File: src/rtl/sync_fifo.sv
// sync_fifo: single-clock FIFO for the conv3x3 datapath.
// Depth is 2**ADDR_WIDTH words. Read data is registered, so a word is valid
// the cycle after its read is accepted. Status flags are registered from the
// next-state occupancy count.
// Optional macro SYNC_FIFO_OUT_REG_EN adds a second output register stage,
// which raises the read latency to 2 cycles.
module sync_fifo #(
   parameter int unsigned ADDR_WIDTH       = 4,
   parameter int unsigned DATA_WIDTH       = 16,
   parameter int unsigned ALMOST_FULL_NUM  = 11,
   parameter int unsigned ALMOST_EMPTY_NUM = 4
) (
   input  logic                  clk,
   input  logic                  rst,
   input  logic [DATA_WIDTH-1:0] wr_data,
   input  logic                  wr_en,
   input  logic                  rd_en,
   output logic [DATA_WIDTH-1:0] rd_data,
   output logic                  full,
   output logic                  almost_full,
   output logic                  empty,
   output logic                  almost_empty
);

   localparam int unsigned DEPTH = 1 << ADDR_WIDTH;

   localparam logic [ADDR_WIDTH:0]   DEPTH_CNT = {1'b1, {ADDR_WIDTH{1'b0}}};
   localparam logic [ADDR_WIDTH:0]   AF_LVL    = (ADDR_WIDTH+1)'(ALMOST_FULL_NUM);
   localparam logic [ADDR_WIDTH:0]   AE_LVL    = (ADDR_WIDTH+1)'(ALMOST_EMPTY_NUM);
   localparam logic [ADDR_WIDTH:0]   CNT_ONE   = (ADDR_WIDTH+1)'(1);
   localparam logic [ADDR_WIDTH-1:0] PTR_ONE   = ADDR_WIDTH'(1);

   logic [DATA_WIDTH-1:0] mem_q [DEPTH];

   logic [ADDR_WIDTH-1:0] wr_ptr_q, wr_ptr_d;
   logic [ADDR_WIDTH-1:0] rd_ptr_q, rd_ptr_d;
   logic [ADDR_WIDTH:0]   count_q,  count_d;
   logic [DATA_WIDTH-1:0] rd_data_q, rd_data_d;
   logic                  full_q, full_d;
   logic                  almost_full_q, almost_full_d;
   logic                  empty_q, empty_d;
   logic                  almost_empty_q, almost_empty_d;
   logic                  wr_acc, rd_acc;

   // Accept decisions, pointer/count next state and flags from next-state count.
   always_comb begin
      wr_acc    = wr_en && !full_q;
      rd_acc    = rd_en && !empty_q;
      wr_ptr_d  = wr_ptr_q;
      rd_ptr_d  = rd_ptr_q;
      count_d   = count_q;
      rd_data_d = rd_data_q;

      if (wr_acc) begin
         wr_ptr_d = wr_ptr_q + PTR_ONE;
      end
      if (rd_acc) begin
         rd_ptr_d  = rd_ptr_q + PTR_ONE;
         rd_data_d = mem_q[rd_ptr_q];
      end

      case ({wr_acc, rd_acc})
         2'b10:   count_d = count_q + CNT_ONE;
         2'b01:   count_d = count_q - CNT_ONE;
         default: count_d = count_q;
      endcase

      full_d         = (count_d == DEPTH_CNT);
      almost_full_d  = (count_d >= AF_LVL);
      empty_d        = (count_d == '0);
      almost_empty_d = (count_d <= AE_LVL);
   end

   // Control state and registered read data; synchronous active-low reset.
   always_ff @(posedge clk) begin
      if (!rst) begin
         wr_ptr_q       <= '0;
         rd_ptr_q       <= '0;
         count_q        <= '0;
         rd_data_q      <= '0;
         full_q         <= 1'b0;
         almost_full_q  <= 1'b0;
         empty_q        <= 1'b1;
         almost_empty_q <= 1'b1;
      end else begin
         wr_ptr_q       <= wr_ptr_d;
         rd_ptr_q       <= rd_ptr_d;
         count_q        <= count_d;
         rd_data_q      <= rd_data_d;
         full_q         <= full_d;
         almost_full_q  <= almost_full_d;
         empty_q        <= empty_d;
         almost_empty_q <= almost_empty_d;
      end
   end

   // Storage array; contents survive reset, but no write lands while in reset.
   always_ff @(posedge clk) begin
      if (rst && wr_acc) begin
         mem_q[wr_ptr_q] <= wr_data;
      end
   end

`ifdef SYNC_FIFO_OUT_REG_EN
   logic [DATA_WIDTH-1:0] rd_out_q;

   // Second output stage: loads every cycle, clears on reset.
   always_ff @(posedge clk) begin
      if (!rst) begin
         rd_out_q <= '0;
      end else begin
         rd_out_q <= rd_data_q;
      end
   end

   assign rd_data = rd_out_q;
`else
   assign rd_data = rd_data_q;
`endif

   assign full         = full_q;
   assign almost_full  = almost_full_q;
   assign empty        = empty_q;
   assign almost_empty = almost_empty_q;

endmodule

File: config.mk
export PLATFORM = sky130hd
export DESIGN_NAME = sync_fifo
export DESIGN_NICKNAME = d
export VERILOG_FILES = /design/src/rtl/sync_fifo.sv
export SDC_FILE = /design/constraint.sdc
export NUM_CORES = 1
export LEC_CHECK = 0
export ABC_AREA = 1
export BUFFER_PORTS_ARGS = -buffer_cell sky130_fd_sc_hd__buf_2
export CORE_MARGIN = 8
export CORE_UTILIZATION = 65
export CTS_BUF_LIST = sky130_fd_sc_hd__clkbuf_16
export DETAILED_ROUTE_END_ITERATION = 10
export PLACE_DENSITY_LB_ADDON = 0.25
export SKIP_CTS_REPAIR_TIMING = 1
export SYNTH_ARGS = -nofsm -noshare
export SYNTH_HDL_FRONTEND = slang
export SYNTH_SLANG_ARGS = --single-unit
File: constraint.sdc
create_clock -name clk -period 3.76 [get_ports clk]
set_clock_uncertainty 0.2 [all_clocks]
set_input_delay 0.564 -clock clk [delete_from_list [all_inputs] [get_ports clk]]
set_output_delay 0.564 -clock clk [all_outputs]
set_load 0.01 [all_outputs]
Yosys cells after proc, flatten, opt, wreduce, memory -nomap -nowiden
Memories as Yosys holds them, arrays and structs flattened. A register that Yosys moved wholly into a read port is not among the register bits. Index checks and enable logic that the tools add are counted.

Equality and inequality tests: 3. Add/subtract/negate cells: 4. Reductions and logical operators: 7. Magnitude comparators: 2. Mux-type cells: 3.

Operator list (number): one-hot mux 5 bit (2 select lines) (1); adder 4 x 1 -> 4 bit (second input constant) (2); adder 5 x 1 -> 5 bit (second input constant) (1); equality test 5 bit (second input constant) (1); >= comparator 5 x 4 -> 1 bit (second input constant) (1); less-or-equal comparator 5 x 3 -> 1 bit (second input constant) (1); zero test 5 bit (1); subtractor 5 x 1 -> 5 bit (second input constant) (1); logical AND 1 bit (3); zero test 1 bit (3); equality test 2 x 1 -> 1 bit (second input constant) (1); equality test 2 bit (second input constant) (1); 2-to-1 mux 1 bit (2).

Memories: 1. Output and inout port bits: 20. Input port bits: 20. Memory bits (writable): 256. Flip-flop bits (word level): 17. Logic and storage cells: 27.

Memory list: mem_q (words 16, bits a word 16, read ports 1, clocked after memory_dff 1, wr ports 1, RTL line 33) `logic [DATA_WIDTH-1:0] mem_q [DEPTH];`.

Longest topological paths before layout
Depth in word-level cells: 5. Gate-level depth with buffers: 18. Mapped depth without buffers: 18.

Least setup slack after synthesis
OpenSTA, ideal clock, no wires.

Path type: input-to-reg. Start: input rst. End: memory mem_q[11][0], enable pin. Setup time: 0.388 ns. Data required time: 3.172 ns. Stages on the path: 3. Setup slack: 1.463 ns. Path buffers: 1. Data arrival time: 1.709 ns. Cell sequence: clkbuf_1 > nand3_1 > nor2_1.

Longest elaborated chain between the ends: 3.

Ends and longest elaborated chain: from (decl) (RTL line 14) `input logic rst,`; logical AND 1 bit (RTL line 99) `if (rst && wr_acc) begin`; 2-to-1 mux 1 bit (RTL line 99); 2-to-1 mux 1 bit (implied by the code) (RTL line 100) `mem_q[wr_ptr_q] <= wr_data;`; to (decl) (RTL line 33).

Every way passes these cells.

==> metrics.md <==
| Metric | Value |
|---|---|
| Die width | `149 microns` |
| Die Ht | `149 microns` |
| Fmax | `431 MHz` |
| FP Rows | `48` |
| Register area | `8350 sq um` |
| Met3 Routed Length | `2.30 mm` |
| Top Metal Used | `met4` |
| H-Tree Level Count | `1` |
| Post-DP HPWL | `15.0 mm` |
| CP required | `4.05 ns` |
| Min-Delay Path Class | `in2reg` |
| Reg2Reg Depth | `8` |
| Max-slew violations | `0` |
| Ranking of synthesized cells by area | `edfxtp_1 (67%), nor2_1 (6.3%), dfxtp_1 (5.8%)` |
| CTS Buffer Depth | `3` |
| Total number of vias | `7,582` |
| Vias per std cell | `6.30` |
| Worst r2r src | `rd_ptr_q[1]$_SDFFE_PN0P_` |
| Crit-path slowest cell | `inv_2` |
| Placed Cells | `1,151` |
| GRT Util Overall | `23.6%` |
| Area growth from synthesis to layout | `10.7%` |
| Max incr delay on CP | `0.62 ns` |
| Largest area contributor in the netlist | `edfxtp_1` |
| CTS Buf Count | `29` |
| Setup_tns | `0 ns` |
| Sequence of cells on the critical path | `inv_2 -> buf_4 -> o21ai_0 -> o22ai_1 -> nor2_1 -> o211ai_1 -> nand2_1 -> inv_1` |
| Seq cells post-synth | `289` |
| Largest net degree at the start of global routing | `131` |
| Area of the die | `22,200 sq um` |
| Gate Count Post-Synth | `926` |
| Avg Inst Size Synth | `12.4 sq um` |
| Wirelength per Cell | `21.8 microns` |
| Outcome | `finished clean` |
| NumNets Final | `984` |
| Multi-input combinational cell area | `2720 sq um` |
| Kind of critical path | `reg2reg` |
| Top delay family on crit path | `buffers and inverters` |
| Wl on met1 | `10.8 mm` |
| Headroom to the max-slew limit | `30.3%` |
| I/O Buffers | `39` |
| Post-synthesis sequential area ratio | `72.7%` |
| Root Buffer | `clkbuf_16` |
| Initial Util | `66.4%` |
| CTS tree | `yes` |
| Grt total ovfl | `0` |
| Hold wc startpoint | `rst` |
| Buf+Inv Stages, Crit Path | `3` |
| Synth Cell Area | `11,500 sq um` |
| Leakage power | `0.00446 uW` |
| Hold Vio Cnt, Final | `0` |
| Critical Path AT | `2.61 ns` |
| Slew of the pin with the lowest slew margin | `1.04 ns` |
| Max-cap violations | `0` |
| Final period util | `61.7%` |
| Critical path endpoint category | `register` |
| Synth Net Count | `953` |
| CP Max Fanout | `46` |
| Number of global-route vias before repair | `7,179` |
| Detailed Route WL | `26.2 mm` |
| Startpoint Class | `register` |
| # IOs | `40` |
| Number of remaining DRC errors | `0` |
| Detail Route Antenna Nets | `0` |
| Core box area | `17,300 sq um` |
| Worst VDD drop | `391 uV` |
| R2R Setup Slk | `1.44 ns` |
| # fillers | `1,110` |
| RePlAce Congestion | `0.909` |
| Unrepaired setup endpoints after global routing | `false` |
| Met2 routed WL | `12.3 mm` |
| Power per cell area | `581 nW/um^2` |
| Non-Filler Instances | `1,204` |
| Cell depth of the worst min-delay path | `3` |
| Tmin final | `2.32 ns` |
| Yosys warns | `0` |
| Yosys cell types | `27` |
| Diode count | `0` |
| Layout cell share with drive strength beyond 1 | `12.3%` |
| FF-to-FF End | `rd_data[12]$_SDFFE_PN0P_` |
| Clk sink count | `289` |
| Antenna violations before repair | `0` |
| Clock slew at reported path FFs | `0.06 ns` |
| 1st-pass router iterations | `5` |
| First-pass GRT wire length | `40.0 mm` |
| Area share of the largest cell type after synthesis | `66.9%` |
| Clock latency on the worst-skew pair | `0.54 ns` |
| Worst Hold Endpoint | `rd_ptr_q[2]$_SDFFE_PN0P_` |
| Final Setup Violations | `0` |
| DR iter-0 viols | `1,005` |
-- synth_stat cells --
cell type	n
o22ai_1	12
buf_1	2
nand3_2	1
clkbuf_1	22
buf_2	25
nor2_1	193
o21ai_1	17
clkbuf_2	1
nand2_2	3
dfxtp_1	33
clkinv_1	2
inv_2	2
xor2_1	3
buf_4	6
nand2_1	49
nor3_1	2
a21oi_1	6
o21bai_1	2
o211ai_1	6
buf_6	2
ha_1	7
nor2_4	1
o21ai_0	126
inv_1	40
edfxtp_1	256
nand3_1	55
o221ai_1	52
-- state kept, by name, indices dropped and copies added, names as in the netlist --
| register | cells |
|---|---|
| mem_q | 256 |
| rd_data | 16 |
| count_q | 5 |
| rd_ptr_q | 4 |
| wr_ptr_q | 4 |
| almost_empty | 1 |
| almost_full | 1 |
| empty | 1 |
| full | 1 |
-- kinds of logic (layout without fill, tap and decap cells) --
| group | Yosys count | count (layout) | synth area share [%] |
|---|---|---|---|
| simple gates | 304 | 304 | 10.7 |
| compound gates | 221 | 221 | 11.6 |
| fa+ha+maj | 7 | 7 | 0.763 |
| buf+inv | 102 | 155 | 3.94 |
| xor+xnor | 3 | 3 | 0.229 |
| flops | 289 | 289 | 72.7 |
-- how the worst max path moves through the flow --
stage,startpoint,to,slack (ns),depth (start not counted)
final,rd_ptr_q[1]$_SDFFE_PN0P_,rd_data[12]$_SDFFE_PN0P_,1.44,8
after global routing,rd_ptr_q[1]$_SDFFE_PN0P_,rd_data[5]$_SDFFE_PN0P_,1.29,8
after CTS,rd_ptr_q[1]$_SDFFE_PN0P_,rd_data[5]$_SDFFE_PN0P_,1.46,8
after detailed placement,wr_en,mem_q[12][8]$_DFFE_PP_,1.24,5
after global placement,wr_en,mem_q[12][8]$_DFFE_PP_,1.30,5
after floorplan,rst,mem_q[11][0]$_DFFE_PP_,1.46,3
-- layout make-up --
| type | count | area share, % |
|---|---|---|
| clock buffers | 29 | 5.71 |
| clock inverters | 24 | 0.817 |
| inverters | 44 | 1.31 |
| multi-input cells | 535 | 21.4 |
| flip-flops and latches | 289 | 65.7 |
| well taps | 225 | 2.21 |
| repair buffers | 58 | 2.85 |
-- through the flow --
step           power [uW]  instance area [sq um]  utilization, %  setup slack, ns  hold WS [ns]
6_report             7380                  12700            73.5             1.44         0.179
2_1_floorplan        4580                  11500               -             1.46         0.281
5_1_grt              7680                  12700            73.5             1.29         0.174
4_1_cts              7400                  12700            73.5             1.46         0.160
3_3_place_gp         4890                  11900            68.7             1.30         0.318
3_5_place_dp         4920                  11900            68.7             1.24         0.327
-- routing by layer --
metal | vias to the layer above | GRT usage (%)
li1 | 3439 | -
met1 | 3669 | 33.0
met2 | 414 | 36.9
met3 | 60 | 3.52
met4 | 0 | 9.29
met5 | - | 0
-- placed cells by master (no fill, tap or decap), drive strengths merged --
master and n:
nand2 52, nand3 56, dfxtp 33, buf 58, o221ai 52, o21ai 143, clkbuf 29, nor2 194
a21oi 6, inv 53, o21bai 2, ha 7, xor2 3, clkinv 15, edfxtp 256, o211ai 6
o22ai 12, nor3 2
-- worst register-to-register path: stages (launching register included) --
cell      delay (ns)
dfxtp_2         0.32
inv_2           0.62
buf_4           0.36
o21ai_0         0.14
o22ai_1         0.15
nor2_1          0.05
o211ai_1        0.30
nand2_1         0.08
inv_1           0.05
-- power breakdown --
group          internal (uW)  switching, uW  total (uW)
combinational            374            850        1220
sequential              3600           53.9        3650
clock                   1390           1120        2510
Note: power is estimated with default switching activity, not from simulation.
